==> src/rtl/fc_stream_host.sv <==
// fc_stream_host
// Host-side driver for one fully-connected layer block. Holds an N-element
// input vector, streams it into the layer over a valid/ready port, then
// collects M results into a result buffer. While collecting it tracks the
// signed maximum result (value and index) and measures the run latency.
//
// Ports
//   clk, reset            clock, asynchronous active-low reset
//   start                 one-cycle run request (honoured in IDLE only)
//   load_en/addr/data     input-vector write port (honoured in IDLE only)
//   rd_addr / rd_data     result read port, registered, 1-cycle latency
//   busy, done            run status; done is a one-cycle end-of-run pulse
//   max_idx, max_val      index/value of the largest result of the last run
//   lat_cnt               first accept to last capture, saturating
//   in_valid/ready/data   stream to the layer input
//   out_valid/ready/data  stream from the layer output
//
// state | meaning
// ------+------------------------------------------------------------
// IDLE  | waiting for start; vector loads accepted
// SEND  | presenting x_buf[send_idx] to the layer until N accepts
// RECV  | capturing layer results into y_buf until M captures
// DONE  | one-cycle done pulse, then back to IDLE
module fc_stream_host #(
    parameter int M = 16,
    parameter int N = 8,
    parameter int T = 16
) (
    input  logic                 clk,
    input  logic                 reset,
    input  logic                 start,
    input  logic                 load_en,
    input  logic [$clog2(N)-1:0] load_addr,
    input  logic signed [T-1:0]  load_data,
    input  logic [$clog2(M)-1:0] rd_addr,
    output logic signed [T-1:0]  rd_data,
    output logic                 busy,
    output logic                 done,
    output logic [$clog2(M)-1:0] max_idx,
    output logic signed [T-1:0]  max_val,
    output logic [15:0]          lat_cnt,
    output logic                 in_valid,
    input  logic                 in_ready,
    output logic signed [T-1:0]  in_data,
    input  logic                 out_valid,
    output logic                 out_ready,
    input  logic signed [T-1:0]  out_data
);

    localparam int MW = $clog2(M);
    localparam int NW = $clog2(N);
    localparam logic [NW-1:0] LAST_SEND = NW'(N - 1);
    localparam logic [MW-1:0] LAST_RECV = MW'(M - 1);

    typedef enum logic [1:0] {IDLE, SEND, RECV, DONE} state_t;

    state_t              state_q;
    state_t              state_d;
    logic [NW-1:0]       send_idx;
    logic [NW-1:0]       send_nxt;
    logic [MW-1:0]       recv_idx;
    logic signed [T-1:0] x_buf [N];
    logic signed [T-1:0] y_buf [M];
    logic                accept;
    logic                capture;
    logic                lat_inc;

    // Handshake strobes are gated by state so stray layer activity outside
    // the matching phase never touches the buffers.
    assign in_valid  = (state_q == SEND);
    assign out_ready = (state_q == RECV);
    assign busy      = in_valid | out_ready;
    assign done      = (state_q == DONE);
    assign accept    = in_valid & in_ready;
    assign capture   = out_ready & out_valid;
    assign send_nxt  = send_idx + NW'(1);

    // The accept cycle that starts the measurement counts as the first
    // cycle, so the count runs from the first accept through the final
    // capture inclusive.
    assign lat_inc = (state_q == RECV) || ((state_q == SEND) && (accept || send_idx != '0));

    always_comb begin
        state_d = state_q;
        unique case (state_q)
            IDLE: if (start) state_d = SEND;
            SEND: if (accept && send_idx == LAST_SEND) state_d = RECV;
            RECV: if (capture && recv_idx == LAST_RECV) state_d = DONE;
            DONE: state_d = IDLE;
            default: state_d = IDLE;
        endcase
    end

    always_ff @(posedge clk or negedge reset) begin
        if (!reset) begin
            state_q  <= IDLE;
            send_idx <= '0;
            recv_idx <= '0;
            in_data  <= '0;
            max_idx  <= '0;
            max_val  <= '0;
            lat_cnt  <= '0;
            rd_data  <= '0;
        end else begin
            state_q <= state_d;

            // Write-first: a read of the slot being captured sees the new value.
            if (capture && rd_addr == recv_idx) rd_data <= out_data;
            else                                rd_data <= y_buf[rd_addr];

            if (lat_inc && lat_cnt != 16'hFFFF) lat_cnt <= lat_cnt + 16'd1;

            unique case (state_q)
                IDLE: begin
                    if (start) begin
                        send_idx <= '0;
                        recv_idx <= '0;
                        in_data  <= x_buf[0];
                        max_idx  <= '0;
                        max_val  <= '0;
                        lat_cnt  <= '0;
                    end
                end
                SEND: begin
                    if (accept) begin
                        send_idx <= (send_idx == LAST_SEND) ? '0 : send_nxt;
                        if (send_idx != LAST_SEND) in_data <= x_buf[send_nxt];
                    end
                end
                RECV: begin
                    if (capture) begin
                        recv_idx <= recv_idx + MW'(1);
                        // Strictly greater keeps the lowest index on ties.
                        if (recv_idx == '0 || out_data > max_val) begin
                            max_val <= out_data;
                            max_idx <= recv_idx;
                        end
                    end
                end
                default: ;
            endcase
        end
    end

    // Buffers are plain storage and deliberately not reset.
    always_ff @(posedge clk) begin
        if (state_q == IDLE && load_en) x_buf[load_addr] <= load_data;
        if (capture)                    y_buf[recv_idx]  <= out_data;
    end

endmodule

==> config.mk <==
export PLATFORM = sky130hd
export DESIGN_NAME = fc_stream_host
export DESIGN_NICKNAME = d
export VERILOG_FILES = /design/src/rtl/fc_stream_host.sv
export SDC_FILE = /design/constraint.sdc
export NUM_CORES = 1
export LEC_CHECK = 0
export BUFFER_PORTS_ARGS = -buffer_cell sky130_fd_sc_hd__buf_4
export CAP_MARGIN = 20
export CORE_MARGIN = 1.5
export CORE_UTILIZATION = 45
export CTS_BUF_LIST = sky130_fd_sc_hd__clkbuf_8
export CTS_CLUSTER_DIAMETER = 100
export DETAILED_ROUTE_END_ITERATION = 12
export PLACE_DENSITY_LB_ADDON = 0.1
export REMOVE_ABC_BUFFERS = 1
export SYNTH_ARGS = -nofsm -noshare
export SYNTH_HDL_FRONTEND = slang
export SYNTH_SLANG_ARGS = --single-unit
==> constraint.sdc <==
create_clock -name clk -period 3.6 [get_ports clk]
set_clock_uncertainty 0.1 [all_clocks]
set_input_delay 0.54 -clock clk [delete_from_list [all_inputs] [get_ports clk]]
set_output_delay 0.54 -clock clk [all_outputs]
set_load 0.005 [all_outputs]
==> qor.yml <==
status: "completed"
min_period_ps: 2760
relSlewSlack_pct: 46.2
required_ps: 4040
grtUsageTotal_pct: 20.6
synth_seq_cells: 461
power.leakage_nw: 7.97
ant_nets: 0
post_cts_buffers: 0
worstSetupStartpoint: "max_val[15]"
grt-ovfl-total: 0
slew_viol_final: 0
worst_pin_slew_ps: 801
grt_first_pass_wirelength_um: 62900
synthArstFlopShare_pct: 16.7
cts-root-buf: "clkbuf_8"
finalHoldViolCount: 0
setup-violations-final: 0
cts_buffers: 78
ioPinCount: 117
synth-main-ff-cell: "edfxtp_1"
crit_arrival_ps: 3200
drt-initial-drc-count: 460
initial_core_util_pct: 45.7
dp_hpwl_um: 25100
via_count: 9786
yosysUniqueCellTypes: 47
regToRegSetupSlack_ps: 840
avgViaCountPerCell: 5.45
critPathLaunchType: "flop"
die_h_um: 207
die-area_um2: 42800
cp-end-kind: "flop"
path_class: "flop to flop"
tritoncts: "built"
clock_path_buffers: 3
synthesis.area_um2: 18700
rsz0062_at_grt: "no"
wl_um: 42800
fill_cells: 3307
diodes: 0
syn_inst: 992
p_per_area_nw_per_um2: 612
hp-class: "primary input to flop"
row_count: 74
timing.rr.start: "max_val[15]"
drive_above_1_share_pct: 31.7
die_w_um: 207
synth-seq-area-share_pct: 71.9
ir_worst_vdd_uv: 430
cts_sinks: 461
cts_max_level: 3
clk_pin_slew_ps: 60
drc: 0
avgSynthCellArea_um2: 18.9
grt_max_degree: 46
core_area_um2: 40900
post_cts_resized: 0
place_inst: 1637
synth_common_cells: "edfxtp_1, mux4_2, dfrtp_1, nand2_1, nor2_1"
max_cap_violations: 0
cp_max_fo: 16
timing.fmax_mhz: 362
drt_pass1_iterations: 5
power_w: 0.0135
yosysWarnings: 0
final_cell_count_no_fill: 1795
area_growth_pct: 18.1
grt_antenna_before_repair: 1
stdcell_area_um2: 22100
ys_top_cells_by_area: "edfxtp_1, mux4_2, dfrtp_1, mux4_1, mux2i_1"
yosys.cell_count.top_type: "edfxtp_1"
yosysTopAreaCell: "edfxtp_1"
placed_cell_area_um2: 20500
layout.nets: 1271
synthDominantCellAreaShare_pct: 61.6
portBuffers: 116
hp-start: "load_data[10]"
period_share_pct: 76.7
synth_edf_count: 384
grt_pass1_vias: 10100
finalWeightedCongestion: 0.810
clock_latency_ps: 630
post_drt_wl_per_cell_um: 23.9
==> flip-flops by register name (all words and copies together) (netlist names) <==
register	flops
max_idx	4
recv_idx	4
x_buf	128
state_q	2
y_buf	256
send_idx	3
in_data	16
lat_cnt	16
rd_data	16
max_val	16
==> cell usage in the layout, fill, tap and decap left out, types with 3 or more instances in the layout <==
master / instances
mux2i_1: 36
buf_12: 8
o21ai_1: 15
ha_1: 28
nor3_1: 4
nand2_1: 77
clkinv_2: 10
nor2_1: 25
nor3_2: 4
nor2_2: 16
o21ai_0: 27
clkbuf_8: 88
clkinv_1: 12
dlygate4sd3_1: 13
nand4_1: 10
mux4_2: 91
inv_1: 61
nor2b_1: 4
a21o_1: 3
mux4_1: 21
xor2_1: 12
buf_4: 152
dfrtp_1: 76
mux2_4: 11
a211oi_1: 3
nand3_1: 15
mux2_2: 6
a21oi_1: 10
xnor2_1: 7
nand2b_1: 4
edfxtp_1: 384
==> kinds of logic after synthesis <==
| family | count (synthesis) | share of synthesized area (%) |
|---|---|---|
| muxes | 165 | 17.1 |
| buffers and inverters | 80 | 2.07 |
| DFF | 461 | 71.9 |
| AOI/OAI and AO/OA | 68 | 2.11 |
| and+or+nand+nor | 171 | 4.11 |
| adders and majority gates | 28 | 1.87 |
| xor gates and xnor gates | 19 | 0.889 |
==> power breakdown <==
part	switching (W)	internal [W]	total [W]
Sequential	0.000241	0.00614	0.00638
Combinational	0.00149	0.00126	0.00275
Clock	0.00208	0.00233	0.00441
Total	0.00382	0.00973	0.0135
==> layer usage <==
layer,up-vias,track usage (%),share of wire [%]
li1,4353,-,-
met1,5081,26.2,42
met2,254,35.3,51
met3,96,3.94,4.8
met4,2,7.48,2.8
met5,-,0,0.040
==> metrics by stage <==
step                setup TNS (ps)  util, %  hold WS (ps)  worst slack (ps)
global route                     0     54.0          13.6               641
global placement                 0     50.1           370               706
CTS                              0     54.0        0.0677               841
finish                           0     54.0          45.6               840
floorplan                     -197        -           144             -20.0
detailed placement               0     50.1           381               636
==> repair_timing <==
action / CTS / global route
hold endpoints to repair: 110 / 0
hold buffers: 13 / 0
setup endpoints to repair: 0 / 0
==> area by class of cell <==
class / instances / area [um2] / area share (%)
Inverter: 33 / 124 / 0.560
Multi-Input combinational cell: 451 / 4940 / 22.3
Clock inverter: 57 / 285 / 1.29
Sequential cell: 461 / 13500 / 60.9
Timing Repair Buffer: 173 / 1430 / 6.47
Clock buffer: 88 / 1210 / 5.48
Tap cell: 532 / 666 / 3.01
==> final timing paths <==
check                      cells past startpoint            to
max                                            9   max_val[15]
min reg2reg                                    2   in_data[10]
max in group asynchronous                      3    rd_data[2]
min in group asynchronous                      2    rd_data[3]
max reg2reg                                    9   max_val[15]
min                                            1  x_buf[6][10]
==> critical path, cell delays in order, from the launching register on <==
cell	delay, ps
dfrtp_1	420
inv_1	90
ha_1	330
nand4_1	180
nor3_1	100
a21boi_1	130
o41a_1	510
nor2b_2	230
buf_4	330
mux2i_1	240
Note: power is estimated with default switching activity, not from simulation.
